[src/rtl/ex_div_seq_pkg.sv]
// Shared definitions for the sequential divider: FSM encodings, handshake constants
// and the operand-magnitude helper.
package ex_div_seq_pkg;

  typedef enum logic [1:0] {
    DivFree   = 2'b00,
    DivByZero = 2'b01,
    DivOn     = 2'b10,
    DivEnd    = 2'b11
  } div_state_e;

  localparam logic DivResultReady    = 1'b1;
  localparam logic DivResultNotReady = 1'b0;
  localparam logic DivStart          = 1'b1;
  localparam logic DivStop           = 1'b0;

  // Magnitude of an operand; unsigned mode passes it through untouched.
  function automatic logic [31:0] div_abs(input logic [31:0] v, input logic sgn);
    return (sgn && v[31]) ? (~v + 32'd1) : v;
  endfunction

endpackage

[src/rtl/ex_div_seq.sv]
// Multi-cycle 32/32 restoring divider for the EX stage: one quotient bit per clock,
// stalls the pipeline while busy and can be annulled by a flush.
module ex_div_seq
  import ex_div_seq_pkg::*;
(
  input  logic        clk,
  input  logic        rst,
  input  logic        signed_div_i,
  input  logic [31:0] opdata1_i,
  input  logic [31:0] opdata2_i,
  input  logic        start_i,
  input  logic        annul_i,
  output logic [63:0] result_o,
  output logic        ready_o,
  output logic        stallreq_o
);

  div_state_e  state_q, state_d;
  logic [5:0]  cnt_q, cnt_d;
  logic [31:0] rem_q, rem_d;
  logic [31:0] quo_q, quo_d;
  logic [31:0] dsor_q, dsor_d;
  logic        neg_quo_q, neg_quo_d;
  logic        neg_rem_q, neg_rem_d;
  logic [63:0] result_q, result_d;

  logic [32:0] trial;
  logic [31:0] rem_nx, quo_nx;
  logic        accept;

  assign accept = (start_i == DivStart) && !annul_i;

  // One restoring step: shift the next dividend bit into the remainder, keep the
  // subtraction only if it did not borrow.
  always_comb begin
    trial = {rem_q, quo_q[31]} - {1'b0, dsor_q};
    if (!trial[32]) begin
      rem_nx = trial[31:0];
      quo_nx = {quo_q[30:0], 1'b1};
    end else begin
      rem_nx = {rem_q[30:0], quo_q[31]};
      quo_nx = {quo_q[30:0], 1'b0};
    end
  end

  always_comb begin
    state_d   = state_q;
    cnt_d     = cnt_q;
    rem_d     = rem_q;
    quo_d     = quo_q;
    dsor_d    = dsor_q;
    neg_quo_d = neg_quo_q;
    neg_rem_d = neg_rem_q;
    result_d  = result_q;
    case (state_q)
      DivFree: begin
        if (accept) begin
          cnt_d     = 6'd0;
          rem_d     = 32'd0;
          quo_d     = div_abs(opdata1_i, signed_div_i);
          dsor_d    = div_abs(opdata2_i, signed_div_i);
          neg_quo_d = signed_div_i && (opdata1_i[31] ^ opdata2_i[31]);
          neg_rem_d = signed_div_i && opdata1_i[31];
          result_d  = 64'd0;
          state_d   = (opdata2_i == 32'd0) ? DivByZero : DivOn;
        end
      end
      DivByZero: begin
        if (annul_i) begin
          state_d = DivFree;
        end else begin
          result_d = 64'd0;
          state_d  = DivEnd;
        end
      end
      DivOn: begin
        if (annul_i) begin
          state_d = DivFree;
        end else begin
          rem_d = rem_nx;
          quo_d = quo_nx;
          cnt_d = cnt_q + 6'd1;
          if (cnt_q == 6'd31) begin
            // Sign fix-up; 0x80000000 / -1 wraps back to 0x80000000 naturally.
            result_d = {neg_rem_q ? (~rem_nx + 32'd1) : rem_nx,
                        neg_quo_q ? (~quo_nx + 32'd1) : quo_nx};
            state_d  = DivEnd;
          end
        end
      end
      DivEnd: begin
        if (start_i == DivStop) begin
          state_d = DivFree;
        end
      end
      default: state_d = DivFree;
    endcase
  end

  always_ff @(posedge clk or negedge rst) begin
    if (!rst) begin
      state_q   <= DivFree;
      cnt_q     <= 6'd0;
      rem_q     <= 32'd0;
      quo_q     <= 32'd0;
      dsor_q    <= 32'd0;
      neg_quo_q <= 1'b0;
      neg_rem_q <= 1'b0;
      result_q  <= 64'd0;
    end else begin
      state_q   <= state_d;
      cnt_q     <= cnt_d;
      rem_q     <= rem_d;
      quo_q     <= quo_d;
      dsor_q    <= dsor_d;
      neg_quo_q <= neg_quo_d;
      neg_rem_q <= neg_rem_d;
      result_q  <= result_d;
    end
  end

  assign ready_o  = (state_q == DivEnd) ? DivResultReady : DivResultNotReady;
  assign result_o = (state_q == DivEnd) ? result_q : 64'd0;

  // Reset is folded in so a held start_i cannot raise a stall while in reset.
  assign stallreq_o = rst && ((state_q == DivOn) || (state_q == DivByZero) ||
                              ((state_q == DivFree) && accept));

endmodule
[config.mk]
export PLATFORM = sky130hd
export DESIGN_NAME = ex_div_seq
export DESIGN_NICKNAME = d
export VERILOG_FILES = /design/src/rtl/ex_div_seq_pkg.sv /design/src/rtl/ex_div_seq.sv
export SDC_FILE = /design/constraint.sdc
export NUM_CORES = 1
export LEC_CHECK = 0
export CORE_UTILIZATION = 30
export CTS_BUF_LIST = sky130_fd_sc_hd__clkbuf_16
export CTS_CLUSTER_SIZE = 12
export DETAILED_ROUTE_END_ITERATION = 7
export PLACE_DENSITY = 0.54
export SETUP_SLACK_MARGIN = 0.02
export SLEW_MARGIN = 20
export SYNTH_ARGS = -nofsm -noshare
export SYNTH_HDL_FRONTEND = slang
export SYNTH_SLANG_ARGS = --single-unit
[constraint.sdc]
create_clock -name clk -period 5.68 [get_ports clk]
set_input_delay 0.568 -clock clk [delete_from_list [all_inputs] [get_ports clk]]
set_output_delay 0.568 -clock clk [all_outputs]
set_load 0.05 [all_outputs]
== After elaboration in Yosys (flattened, before gate mapping) ==
Cells that the tools add are included.
W data, S select, Z words.

* Add/sub/neg operators: 6
* Equality and inequality tests: 10
* Muxes and demuxes: 29
* Bitwise logic cells: 5
* Reductions and logical operators: 17

{| class="wikitable"
|+ Operators by type and width
! operator !! count
|-
| $mux W64 || 5
|-
| $mux W32 || 9
|-
| $pmux W64 S3 || 1
|-
| $add A32 B1 Y32 const B || 4
|-
| $not A32 Y32 || 4
|-
| $pmux W32 S2 || 2
|-
| $sub A33 B32 Y33 || 1
|-
| $logic_not A32 Y1 || 1
|-
| $mux W2 || 6
|-
| $mux W6 || 2
|-
| $pmux W6 S2 || 1
|-
| $ne A2 B2 Y1 const B || 5
|-
| $pmux W2 S4 || 1
|-
| $add A6 B1 Y6 const B || 1
|-
| $eq A6 B5 Y1 const B || 1
|-
| $logic_and A1 B1 Y1 || 6
|-
| $reduce_and A3 Y1 || 2
|-
| $reduce_and A5 Y1 || 1
|-
| $eq A2 B2 Y1 const B || 2
|-
| $ne A3 B3 Y1 const B || 1
|-
| $reduce_bool A3 Y1 || 1
|-
| $eq A2 B1 Y1 const B || 1
|-
| $logic_not A2 Y1 || 1
|-
| $logic_or A1 B1 Y1 || 2
|-
| 5 further kinds || 6
|}

* Register bits after elaboration: 170
* Bits of input ports: 69
* Output and inout bits: 66
* Logic and storage cells: 75

== Longest topological paths before layout ==
* Depth after elaboration: 8
* Mapped depth: 26
* Depth with buffers taken out: 23

== Least setup slack after synthesis ==
OpenSTA, ideal clock, no wires.

* Kind: flip-flop to flip-flop
* From: register quo_q[31]
* To: register result_q[62]
* Setup time: 126 ps
* Arrival: 5,114 ps
* Data required time: 5,554 ps
* Setup slack: 440 ps
* Cell stages (with the launch flop): 27
* Path buffers: 4
* Period minus slack after synthesis: 5,240 ps
* Cell sequence: dfrtp_1 -> inv_1 -> ha_1 -> inv_1 -> fa_1 -> a211oi_2 -> o211a_1 -> nor2_1 -> o211ai_2 -> and4_4 -> or2_1 -> buf_2 -> buf_6 -> buf_6 -> clkbuf_1 -> nand2_1 -> o21ai_0 -> ha_1 -> nand2b_1 -> or3_1 -> or4b_2 -> nor3_1 -> a31oi_1 -> o21ai_2 -> nand2_2 -> a21o_1 -> a221o_1

* Longest elaborated chain between the ends: 8

{| class="wikitable"
|+ Ends and longest elaborated chain
! what !! line !! text
|-
| start: declaration || ex_div_seq.sv:21 || <nowiki>logic [31:0] quo_q, quo_d;</nowiki>
|-
| start signal: assignment || ex_div_seq.sv:114 || <nowiki>quo_q <= quo_d;</nowiki>
|-
| $sub A33 B32 Y33 || ex_div_seq.sv:36 || <nowiki>trial = {rem_q, quo_q[31]} - {1'b0, dsor_q};</nowiki>
|-
| $mux W32 (*) || ex_div_seq.sv:37 || <nowiki>if (!trial[32]) begin</nowiki>
|-
| $not A32 Y32 || ex_div_seq.sv:85 || <nowiki>result_d = {neg_rem_q ? (~rem_nx + 32'd1) : rem_nx,</nowiki>
|-
| $add A32 B1 Y32 || ex_div_seq.sv:85 ||
|-
| $mux W32 (*) || ex_div_seq.sv:85 ||
|-
| $mux W64 (*) || ex_div_seq.sv:83 || <nowiki>if (cnt_q == 6'd31) begin</nowiki>
|-
| $mux W64 (*) || ex_div_seq.sv:77 || <nowiki>if (annul_i) begin</nowiki>
|-
| $pmux W64 S3 (*) || ex_div_seq.sv:55 || <nowiki>case (state_q)</nowiki>
|-
| end signal: assignment || ex_div_seq.sv:118 || <nowiki>result_q <= result_d;</nowiki>
|-
| end: declaration || ex_div_seq.sv:25 || <nowiki>logic [63:0] result_q, result_d;</nowiki>
|}

Mark *: on every way between the ends. The rest lies on a longest branch, timed or not. The select of a mux whose other input is x is not followed.
A chain may end at the register's enable or synchronous reset.

== Worst setup path after layout ==
Ends and elaborated chain as after synthesis.

==> metrics.csv <==
metric,value,unit
status,"complete, but fails checks",
violations,DRC,
rsz0062_at_grt,false,
die_y,207,um
ios,135,
initial_core_util,0.307,
min_period,5320,ps
power_frac_clock,0.134,
synth_warnings,0,
internal_power,4.51,mW
htree_num_levels,4,
yosysTopAreaCellShare,0.337,
portBuffers,134,
cts.sinks,170,
pre_cts_slack,391,ps
period_share,0.937,
core_area,41100,um^2
drt_pre_antenna_iters,7,
synthCells,1592,
switching_share,0.528,
finClkSkew,12.8,ps
cp_slowest_cell,or4b_2,
die_w,207,um
path_class,reg2reg,
seqPwrFrac,0.221,
drt-total-wl,37900,um
path_max_fanout,5,
seq_area_frac_synth,0.337,
dp_hpwl,29000,um
timing.slew.headroom,0.398,
power,9.56,mW
clock_latency,460,ps
place_congestion,0.883,
vdd_drop_max,0.000376,V
syn_to_final_growth,19.0,%
antenna_found_initial,1,
gr-total-overflow,0,
synth.avg_cell_area,7.92,um^2
max_freq,0.188,GHz
grt_pass1_wl,61100,um
ys_ff_latch,170,
post_cts_buffers,0,
hp-class,in2async,
cp-start-kind,flop,
die_area,42900,um^2
p_comb_frac,0.646,
vias,11361,
post-route-drc-count,14,
cts.path.max_buffers,2,
cts-resized-gates,0,
syn-num-nets,1703,
hold_slack,85.3,ps
drv_cap,0,
stdcell_count,2218,
drt_iter0_markers,826,
ant_nets,0,
crit_chain,inv_1 -> ha_1 -> inv_1 -> fa_1 -> a211oi_2 -> o211a_1 -> nor2_1 -> o211ai_2 -> a31oi_2 -> or2_2 -> o21ai_0 -> ha_1 -> nand2b_1 -> or3_1 -> or4b_2 -> nor3_1 -> a31oi_1 -> o21ai_2 -> nand2_2 -> a21o_1 -> a221o_1,
rows,74,
viasPerCell,5.12,
yosysTopAreaCell,dfrtp_1,
synth.cell_area,12600,um^2
setup_viol,0,
path_buf_inv,2,
tightest_slew,895,ps
async_flop_share,1.00,
worst_slack,355,ps
routedWlPerCell,17.1,um
grt_pass1_vias,10741,
synth_top_flop_cell,dfrtp_1,
dp_cells,2185,
crit_family,compound AO/OA/AOI/OAI gates,
cts_tree,built,
track_usage,0.178,
drive_gt1_frac,0.0564,
clkTransAtPathRegs,70,ps
powerDensity,637,nW/um^2
final.fill_count,4332,
endpoint_kind,flop,
tns,0,ps
power.switching,5.04,mW
ys_top_cells_by_area,"dfrtp_1 (34%), nand2_1 (7.4%), o21ai_0 (7.1%)",
power_leakage,6.18,nW
grt_max_degree,73,
cts_hold_buffers,0,
crit_path_max_incr_delay,630,ps
cp.required,6020,ps
synth_edf_count,0,
cts-root-buf,clkbuf_16,
synth_cell_types,85,
hold_violations,0,
arrival,5660,ps
drv_slew,0,
numCtsBuffers,17,
nets,1783,
-- power by group through the flow --
stage	logic, mW	clock network, mW	registers, mW
after floorplan	4.64	0	1.94
after global placement	6.10	0	2.10
after detailed placement	6.14	0	2.12
after CTS	6.15	1.31	2.10
after global routing	6.87	1.35	2.18
final	6.17	1.28	2.11
-- cells by family (layout without fill, tap and decap cells) --
| kind of cell | count (synthesis) | in the layout | synth area share |
|---|---|---|---|
| and+or+nand+nor | 599 | 599 | 0.231 |
| AOI/OAI and AO/OA | 464 | 464 | 0.221 |
| DFF | 170 | 170 | 0.337 |
| buffers and inverters | 148 | 241 | 0.0481 |
| xor gates and xnor gates | 142 | 142 | 0.0986 |
| adders and majority gates | 42 | 42 | 0.0423 |
| muxes | 27 | 27 | 0.0215 |
| other | 0 | 1 | 0 |
-- registers in the layout (all words and copies together) (netlist names) --
register and count:
result_q 64, dsor_q 32, quo_q 32, rem_q 32, cnt_q 6, state_q 2, neg_quo_q 1, neg_rem_q 1
-- path summary, 6_finish.rpt --
check | start | to | slack, ps | cells past startpoint
worst max-delay path | quo_q[31] | result_q[62] | 360 | 21
worst min-delay path | rst | dsor_q[9] | 90 | 1
worst max register to register | quo_q[31] | result_q[62] | 360 | 21
worst min register to register | result_q[29] | result_q[29] | 470 | 2
max in group asynchronous | rst | result_q[9] | 4230 | 2
min in group clk | result_q[29] | result_q[29] | 470 | 2
-- stage by stage --
step	utilization	instance area, um^2
detailed placement	0.349	14400
global placement	0.349	14400
floorplan	-	12600
CTS	0.365	15000
finish	0.365	15000
global route	0.365	15000
-- layer usage --
metal	vias up	part of all wire	GRT usage	wire, um
met3	31	0.045	0.0274	1690
li1	5742	-	-	-
met5	-	0	0	0
met4	0	0.017	0.0528	637
met1	5361	0.52	0.274	19900
met2	227	0.41	0.253	15700
-- layout by cell type (no fill, tap or decap), drive strengths merged, types with 11 or more instances in the layout --
cell             n
nand2          251
o21ai          191
dfrtp          170
clkdlybuf4s50  133
a21oi          122
nor2           109
xor2            74
and2            74
xnor2           68
inv             66
ha              41
or3             33
o31ai           32
o22ai           30
mux2i           26
nor3            25
nand3           18
nor4            18
clkbuf          17
buf             16
nand4           13
nand2b          11
a21o            11
a31oi           11
or2             11
-- Yosys cell counts, types with 6 or more instances --
master    count
nand2_1     250
o21ai_0     179
dfrtp_1     170
a21oi_1     121
nor2_1      106
xor2_1       74
and2_1       73
xnor2_1      68
clkbuf_1     63
inv_1        57
ha_1         41
or3_1        33
o22ai_1      30
o31ai_1      30
mux2i_1      26
nor3_1       24
nand3_1      17
buf_2        15
nor4_1       15
nand4_1      13
a21o_1       11
nand2b_1     11
o21ai_1      11
a31oi_1       9
or4_1         9
o21a_1        8
o211ai_1      7
or2_2         6
-- final cells by class --
cell class              instances  area, um^2  share of cell area
multi-input cells            1274        7770               0.518
flip-flops and latches        170        4250               0.284
inverters                      60         225              0.0150
clock inverters                15         200              0.0133
repair buffers                149        1460              0.0970
diodes                          1        2.50            0.000167
clock buffers                  17         425              0.0284
well taps                     532         666              0.0444
No activity file was read; power rests on OpenSTA's default activity.
